**src/rtl/map_row_prefetch_pkg.sv**
```systemverilog
// ============================================================================
//  map_row_prefetch_pkg
//  Shared state encoding and map geometry for the map overlay, the tracer and
//  the row prefetcher.
//  Revision: 1.0
// ============================================================================
`default_nettype none

package map_row_prefetch_pkg;

    localparam int MAP_WIDTH_BITS_DEF  = 4;
    localparam int MAP_HEIGHT_BITS_DEF = 4;
    localparam int MAP_SCALE_DEF       = 3;

    typedef enum logic [1:0] {
        ST_IDLE  = 2'd0,
        ST_FETCH = 2'd1,
        ST_DONE  = 2'd2
    } state_t;

    // Number of video lines covered by the overlay.
    function automatic int ov_lines(input int height_bits, input int scale);
        return (1 << height_bits) << scale;
    endfunction

endpackage

`default_nettype wire

```
**src/rtl/map_row_prefetch_if.sv**
```systemverilog
// ============================================================================
//  map_row_prefetch_if
//  Map ROM req/gnt port plus the overlay lookup port of the row prefetcher.
//  Revision: 1.0
// ============================================================================
`default_nettype none

interface map_row_prefetch_if
    import map_row_prefetch_pkg::*;
#(
    parameter int MAP_WIDTH_BITS  = MAP_WIDTH_BITS_DEF,
    parameter int MAP_HEIGHT_BITS = MAP_HEIGHT_BITS_DEF
);
    logic                       o_map_req;
    logic                       i_map_gnt;
    logic [MAP_WIDTH_BITS-1:0]  o_map_col;
    logic [MAP_HEIGHT_BITS-1:0] o_map_row;
    logic                       i_map_val;
    logic [MAP_WIDTH_BITS-1:0]  i_ov_col;
    logic                       o_ov_val;

    modport master (
        output o_map_req, o_map_col, o_map_row, o_ov_val,
        input  i_map_gnt, i_map_val, i_ov_col
    );

    modport slave (
        input  o_map_req, o_map_col, o_map_row, o_ov_val,
        output i_map_gnt, i_map_val, i_ov_col
    );

endinterface

`default_nettype wire

```
**src/rtl/map_row_prefetch_buffer.sv**
```systemverilog
// ============================================================================
//  map_row_buffer
//  Double-buffered map row: back buffer is written per column, front buffer
//  is read combinationally by the overlay.
//  Revision: 1.0
// ============================================================================
`default_nettype none

module map_row_buffer #(
    parameter int WIDTH_BITS = 4
) (
    input  wire logic                  clk,
    input  wire logic                  reset_n,
    input  wire logic                  i_wr_en,
    input  wire logic [WIDTH_BITS-1:0] i_wr_col,
    input  wire logic                  i_wr_val,
    input  wire logic                  i_clear,
    input  wire logic                  i_load_front,
    input  wire logic                  i_swap,
    input  wire logic [WIDTH_BITS-1:0] i_rd_col,
    output logic                       o_rd_val
);
    localparam int C_BITS = 1 << WIDTH_BITS;

    logic [C_BITS-1:0] front_q, front_d;
    logic [C_BITS-1:0] back_q,  back_d;

    always_comb begin
        front_d = front_q;
        back_d  = back_q;
        if (i_clear) begin
            back_d = '0;
        end else if (i_load_front) begin
            back_d = front_q;
        end else if (i_wr_en) begin
            back_d[i_wr_col] = i_wr_val;
        end
        if (i_swap) begin
            front_d = back_q;
        end
    end

    always_ff @(posedge clk) begin
        if (!reset_n) begin
            front_q <= '0;
            back_q  <= '0;
        end else begin
            front_q <= front_d;
            back_q  <= back_d;
        end
    end

    assign o_rd_val = front_q[i_rd_col];

endmodule

`default_nettype wire

```
**src/rtl/map_row_prefetch.sv**
```systemverilog
// ============================================================================
//  map_row_prefetch
//  Fetches the next line's map row from the shared ROM during hblank and
//  swaps it to the overlay at line start. Optional: MAP_PREFETCH_SKIP_EN.
//  Revision: 1.0
// ============================================================================
`default_nettype none

module map_row_prefetch
    import map_row_prefetch_pkg::*;
#(
    parameter int H_VIEW          = 640,
    parameter int V_TOTAL         = 525,
    parameter int MAP_WIDTH_BITS  = MAP_WIDTH_BITS_DEF,
    parameter int MAP_HEIGHT_BITS = MAP_HEIGHT_BITS_DEF,
    parameter int MAP_SCALE       = MAP_SCALE_DEF
) (
    input  wire logic        clk,
    input  wire logic        reset_n,
    input  wire logic [9:0]  hpos,
    input  wire logic [9:0]  vpos,
    map_row_prefetch_if.master bus,
    output logic             o_row_valid,
    output logic             o_underrun
);
    localparam logic [10:0] C_LINE_LIMIT = 11'(ov_lines(MAP_HEIGHT_BITS, MAP_SCALE) + 1);

    state_t                     state_q, state_d;
    logic                       map_req_q, map_req_d;
    logic [MAP_WIDTH_BITS-1:0]  col_q, col_d;
    logic [MAP_HEIGHT_BITS-1:0] map_row_q, map_row_d;
    logic                       row_valid_q, row_valid_d;
    logic                       underrun_q, underrun_d;

    logic [9:0]                 w_next_v;
    logic [MAP_HEIGHT_BITS-1:0] w_fetch_row;
    logic                       w_need_fetch;
    logic                       w_line_in_range;
    logic                       w_line_start;
    logic                       w_hblank_start;
    logic                       w_skip;
    logic                       w_wr_en;
    logic                       w_clear;
    logic                       w_load_front;
    logic                       w_swap;

    assign w_next_v        = (vpos == 10'(V_TOTAL - 1)) ? 10'd0 : vpos + 10'd1;
    assign w_fetch_row     = w_next_v[MAP_SCALE+MAP_HEIGHT_BITS-1:MAP_SCALE];
    assign w_need_fetch    = ({1'b0, w_next_v} < C_LINE_LIMIT);
    assign w_line_in_range = ({1'b0, vpos} < C_LINE_LIMIT);
    assign w_line_start    = (hpos == 10'd0);
    assign w_hblank_start  = (hpos == 10'(H_VIEW));

`ifdef MAP_PREFETCH_SKIP_EN
    // Row currently shown; lets consecutive lines of one map row skip the ROM.
    logic [MAP_HEIGHT_BITS-1:0] front_row_q, front_row_d;

    assign front_row_d = w_swap ? map_row_q : front_row_q;
    assign w_skip      = row_valid_q && (w_fetch_row == front_row_q);

    always_ff @(posedge clk) begin
        if (!reset_n) begin
            front_row_q <= '0;
        end else begin
            front_row_q <= front_row_d;
        end
    end
`else
    assign w_skip = 1'b0;
`endif

    always_comb begin
        state_d      = state_q;
        map_req_d    = map_req_q;
        col_d        = col_q;
        map_row_d    = map_row_q;
        row_valid_d  = row_valid_q;
        underrun_d   = underrun_q;
        w_wr_en      = 1'b0;
        w_clear      = 1'b0;
        w_load_front = 1'b0;
        w_swap       = 1'b0;
        case (state_q)
            ST_IDLE: begin
                if (w_line_start && !w_line_in_range) begin
                    row_valid_d = 1'b0;
                end else if (w_hblank_start && w_need_fetch) begin
                    map_row_d = w_fetch_row;
                    col_d     = '0;
                    if (w_skip) begin
                        w_load_front = 1'b1;
                        state_d      = ST_DONE;
                    end else begin
                        w_clear   = 1'b1;
                        map_req_d = 1'b1;
                        state_d   = ST_FETCH;
                    end
                end
            end
            ST_FETCH: begin
                // The line deadline wins over a grant arriving on the same cycle.
                if (w_line_start) begin
                    map_req_d   = 1'b0;
                    col_d       = '0;
                    row_valid_d = 1'b0;
                    underrun_d  = 1'b1;
                    state_d     = ST_IDLE;
                end else if (map_req_q && bus.i_map_gnt) begin
                    w_wr_en = 1'b1;
                    col_d   = col_q + 1'b1;
                    if (col_q == '1) begin
                        map_req_d = 1'b0;
                        state_d   = ST_DONE;
                    end
                end
            end
            ST_DONE: begin
                if (w_line_start) begin
                    w_swap      = 1'b1;
                    row_valid_d = 1'b1;
                    state_d     = ST_IDLE;
                end
            end
            default: begin
                map_req_d = 1'b0;
                state_d   = ST_IDLE;
            end
        endcase
    end

    always_ff @(posedge clk) begin
        if (!reset_n) begin
            state_q     <= ST_IDLE;
            map_req_q   <= 1'b0;
            col_q       <= '0;
            map_row_q   <= '0;
            row_valid_q <= 1'b0;
            underrun_q  <= 1'b0;
        end else begin
            state_q     <= state_d;
            map_req_q   <= map_req_d;
            col_q       <= col_d;
            map_row_q   <= map_row_d;
            row_valid_q <= row_valid_d;
            underrun_q  <= underrun_d;
        end
    end

    map_row_buffer #(
        .WIDTH_BITS (MAP_WIDTH_BITS)
    ) u_row_buffer (
        .clk          (clk),
        .reset_n      (reset_n),
        .i_wr_en      (w_wr_en),
        .i_wr_col     (col_q),
        .i_wr_val     (bus.i_map_val),
        .i_clear      (w_clear),
        .i_load_front (w_load_front),
        .i_swap       (w_swap),
        .i_rd_col     (bus.i_ov_col),
        .o_rd_val     (bus.o_ov_val)
    );

    assign bus.o_map_req = map_req_q;
    assign bus.o_map_col = col_q;
    assign bus.o_map_row = map_row_q;
    assign o_row_valid   = row_valid_q;
    assign o_underrun    = underrun_q;

endmodule

`default_nettype wire

```
**src/flat_wrapper.sv**
```systemverilog
// flat-port wrapper written by rule: the top's interface ports become plain ports
module map_row_prefetch_flat import map_row_prefetch_pkg::*;
#(
    parameter int H_VIEW          = 640,
    parameter int V_TOTAL         = 525,
    parameter int MAP_WIDTH_BITS  = MAP_WIDTH_BITS_DEF,
    parameter int MAP_HEIGHT_BITS = MAP_HEIGHT_BITS_DEF,
    parameter int MAP_SCALE       = MAP_SCALE_DEF
)
  (clk, reset_n, hpos, vpos, o_row_valid, o_underrun, bus_o_map_req, bus_o_map_col, bus_o_map_row, bus_o_ov_val, bus_i_map_gnt, bus_i_map_val, bus_i_ov_col);
  map_row_prefetch_if #(.MAP_WIDTH_BITS(MAP_WIDTH_BITS), .MAP_HEIGHT_BITS(MAP_HEIGHT_BITS)) bus_i ();
  input  wire logic clk;
  input  wire logic reset_n;
  input  wire logic [9:0] hpos;
  input  wire logic [9:0] vpos;
  output logic o_row_valid;
  output logic o_underrun;
  output wire logic [$bits(bus_i.o_map_req)-1:0] bus_o_map_req;
  output wire logic [$bits(bus_i.o_map_col)-1:0] bus_o_map_col;
  output wire logic [$bits(bus_i.o_map_row)-1:0] bus_o_map_row;
  output wire logic [$bits(bus_i.o_ov_val)-1:0] bus_o_ov_val;
  input wire logic [$bits(bus_i.i_map_gnt)-1:0] bus_i_map_gnt;
  input wire logic [$bits(bus_i.i_map_val)-1:0] bus_i_map_val;
  input wire logic [$bits(bus_i.i_ov_col)-1:0] bus_i_ov_col;
  assign bus_o_map_req = bus_i.o_map_req;
  assign bus_o_map_col = bus_i.o_map_col;
  assign bus_o_map_row = bus_i.o_map_row;
  assign bus_o_ov_val = bus_i.o_ov_val;
  assign bus_i.i_map_gnt = bus_i_map_gnt;
  assign bus_i.i_map_val = bus_i_map_val;
  assign bus_i.i_ov_col = bus_i_ov_col;
  map_row_prefetch #(.H_VIEW(H_VIEW), .V_TOTAL(V_TOTAL), .MAP_WIDTH_BITS(MAP_WIDTH_BITS), .MAP_HEIGHT_BITS(MAP_HEIGHT_BITS), .MAP_SCALE(MAP_SCALE)) u_core (.clk(clk), .reset_n(reset_n), .hpos(hpos), .vpos(vpos), .bus(bus_i), .o_row_valid(o_row_valid), .o_underrun(o_underrun));
endmodule
```
**config.mk**
```make
export PLATFORM = sky130hd
export DESIGN_NAME = map_row_prefetch_flat
export DESIGN_NICKNAME = d
export VERILOG_FILES = /design/src/rtl/map_row_prefetch_pkg.sv /design/src/rtl/map_row_prefetch_if.sv /design/src/rtl/map_row_prefetch_buffer.sv /design/src/rtl/map_row_prefetch.sv /design/src/flat_wrapper.sv
export SDC_FILE = /design/constraint.sdc
export NUM_CORES = 1
export LEC_CHECK = 0
export BUFFER_PORTS_ARGS = -buffer_cell sky130_fd_sc_hd__buf_2
export CELL_PAD_IN_SITES_DETAIL_PLACEMENT = 1
export CELL_PAD_IN_SITES_GLOBAL_PLACEMENT = 1
export CORE_MARGIN = 2
export CORE_UTILIZATION = 30
export DETAILED_ROUTE_END_ITERATION = 16
export PLACE_DENSITY = 0.59
export SYNTH_ARGS = -nofsm -noshare
export SYNTH_HDL_FRONTEND = slang
export SYNTH_HIERARCHICAL = 1
export SYNTH_SLANG_ARGS = --single-unit
```
**constraint.sdc**
```tcl
create_clock -name clk -period 3.3 [get_ports clk]
set_clock_uncertainty 0.2 [all_clocks]
set_input_delay 0.165 -clock clk [delete_from_list [all_inputs] [get_ports clk]]
set_output_delay 0.165 -clock clk [all_outputs]
set_load 0.05 [all_outputs]
```
==> impl_metrics.toml <==
[status]
status = "finished, final reports clean"

[power]
ir_drop_uv = 150
finalPower_uw = 1140
p_leak_uw = 0.00107
powerDensity_nw_per_um2 = 391

[timing]
final-hold-violation-count = 0
hold_ws_ns = 0.0213
rsz0062_at_grt = "no"
worst_slack_ns = 0.882
period_needed_ns = 2.42
slew_headroom = 0.509
fmax_ghz = 0.414
fin_setup_tns_ns = 0
finalMaxSlewViolations = 0
worst_pin_slew_ns = 0.735
setup_viol = 0
fin_crit_sh = 0.733

[final_layout]
n_antenna_cell = 0
final_nets = 355
fillers = 989
syn_to_final_growth_pct = 16.1
drive_above_1_share = 0.188

[placed_design]
place_hpwl_um = 5220
io_buffers = 39
place_congestion = 0.757
pre_cts_ws_ns = 0.520

[clock_tree]
cts_tree = "done"
post_cts_buffers = 0
numCtsBuffers = 5
cts_buffer_depth = 2
cts-hold-fix-buffers = 0
htreeDepth = 2
worstSkewPairLatency_ns = 0.30
path_clk_slew_ns = 0.09
ctsResizeCount = 0
clockRootBuffer = "clkbuf_8"
cts.sinks = 45

[synthesis]
synthArstFlopShare = 0
synthCells = 290
synth_area_um2 = 2520
seq_area_frac_synth = 0.357
ys_top_cells_by_area = "dfxtp_1, mux2i_1, o21ai_0"
yosys.cell_types.count = 49
synth_fp_nets = 322
synth_edf_count = 0
synth-seq-cells = 45
avgSynthCellArea_um2 = 8.69
synth_flop_cell = "dfxtp_1"
synth.largest_area_cell = "dfxtp_1"
yosysWarnings = 6
synth_top_area_share = 0.357

[global_routing]
grt_pass1_vias = 2406
grt_max_degree = 33
overflow = 0
grt_use_total = 0.169
grt_pass1_wl_um = 12000
antenna_found_initial = 0

[worst_setup_path]
worstSetupStartpointType = "input port"
cp_max_fo = 16
worst_ep_required_time_ns = 3.34
arrival_ns = 2.46
end_kind = "flop"
crit_type = "in -> reg"

[floorplan]
die-area_um2 = 9150
start_util = 0.308
die_h_um = 95.7
num_rows = 33
core_area_um2 = 8180
pin_count = 40
die_x_um = 95.7

[worst_hold_path]
min_path_type = "in -> reg"

[drt]
num_vias = 2302
viasPerCell = 5.37
drt_iter0_markers = 40
final_antenna_net_count = 0
wl_um = 7240
dr.pass1.iters = 4
post-route-drc-count = 0
post_drt_wl_per_cell_um = 16.9

[job]
maxCapViolCount = 0
==> area by class of cell <==
| cell class | count | area, um^2 | share of cell area |
|---|---|---|---|
| Timing Repair Buffer | 42 | 218 | 0.0744 |
| Clock inverter | 3 | 65.1 | 0.0222 |
| Clock buffer | 5 | 68.8 | 0.0235 |
| Multi-Input combinational cell | 221 | 1510 | 0.516 |
| Sequential cell | 45 | 901 | 0.308 |
| Inverter | 8 | 32.5 | 0.0111 |
| Tap cell | 105 | 131 | 0.0449 |
==> path summary, 6_finish.rpt <==
kind | slack (ns) | end | depth (start not counted) | from
setup / recovery | 0.88 | u_core/u_row_buffer/back_q[11]$_SDFFE_PP0P_ | 12 | vpos[0]
hold / removal | 0.02 | u_core/o_row_valid$_SDFFE_PN0P_ | 3 | reset_n
setup reg to reg | 1.13 | u_core/u_row_buffer/back_q[1]$_SDFFE_PP0P_ | 6 | u_core/state_q[0]$_SDFFE_PN0P_
hold reg to reg | 0.29 | u_core/bus.o_map_row[0]$_SDFFE_PN0P_ | 2 | u_core/bus.o_map_row[0]$_SDFFE_PN0P_
==> registers in the layout (all words and copies together) (netlist names) <==
signal / count
u_core/u_row_buffer/back_q: 16
u_core/state_q: 2
u_core/o_underrun: 1
u_core/o_row_valid: 1
u_core/bus.o_map_row: 4
u_core/u_row_buffer/front_q: 16
u_core/bus.o_map_req: 1
u_core/bus.o_map_col: 4
==> metrics by stage <==
step	util	cell area, um^2	cells
final	0.358	2930	429
after global routing	0.358	2930	429
after CTS	0.358	2930	429
after detailed placement	0.342	2790	421
after global placement	0.342	2790	421
after floorplan	-	2520	290
==> placed cells by master, fill, tap and decap left out, types with 5 or more instances in the layout <==
master,instances
nand2_1,14
buf_2,39
clkbuf_8,5
nand3_1,21
o21ai_0,35
mux2i_1,19
a31oi_1,17
nor3_1,8
dfxtp_1,45
nand4_1,5
inv_1,7
nor2b_1,18
nor2_1,13
a21oi_1,6
and3b_1,5
nor3b_1,5
==> routing by layer <==
| metal | track usage | routed length (um) |
|---|---|---|
| met1 | 0.203 | 3390 |
| met2 | 0.309 | 3510 |
| met3 | 0.0379 | 286 |
| met4 | 0.0321 | 48 |
| met5 | 0 | 0 |
==> power breakdown <==
part           switching [uW]  internal (uW)  leakage, uW
registers                4.38            552     0.000365
logic                    51.0           34.7     0.000633
clock network             202            301    0.0000681
total                     257            888      0.00107
==> worst max-delay path, cell delays in order <==
cell and delay (ns):
buf_2 0.11, ha_1 0.18, nand3_1 0.17, nor3_1 0.34
nor3_1 0.10, a31oi_2 0.19, o21bai_2 0.13, nand2_4 0.12
inv_4 0.06, and2b_1 0.48, o21ai_0 0.22, a31oi_1 0.17
==> cell families after synthesis <==
logic type      count (synthesis)  synth area share
buf+inv                        24            0.0437
mux                            23             0.117
simple gates                  115             0.267
xor+xnor                        5            0.0174
flops                          45             0.357
compound gates                 73             0.176
other cells                     1           0.00149
fa+ha+maj                       4            0.0199
==> Yosys cell counts (5+ instances only) <==
library cell and count:
dfxtp_1 45, nand3_1 21, nor2_1 13, nor3b_1 5
buf_2 8, a31oi_1 17, clkbuf_1 6, nor3_1 8
a21oi_1 6, nor2b_1 18, nand4_1 5, mux2i_1 19
nand2_1 14, o21ai_0 35, and3b_1 5, inv_1 7
(Power assumes the default switching activity.)
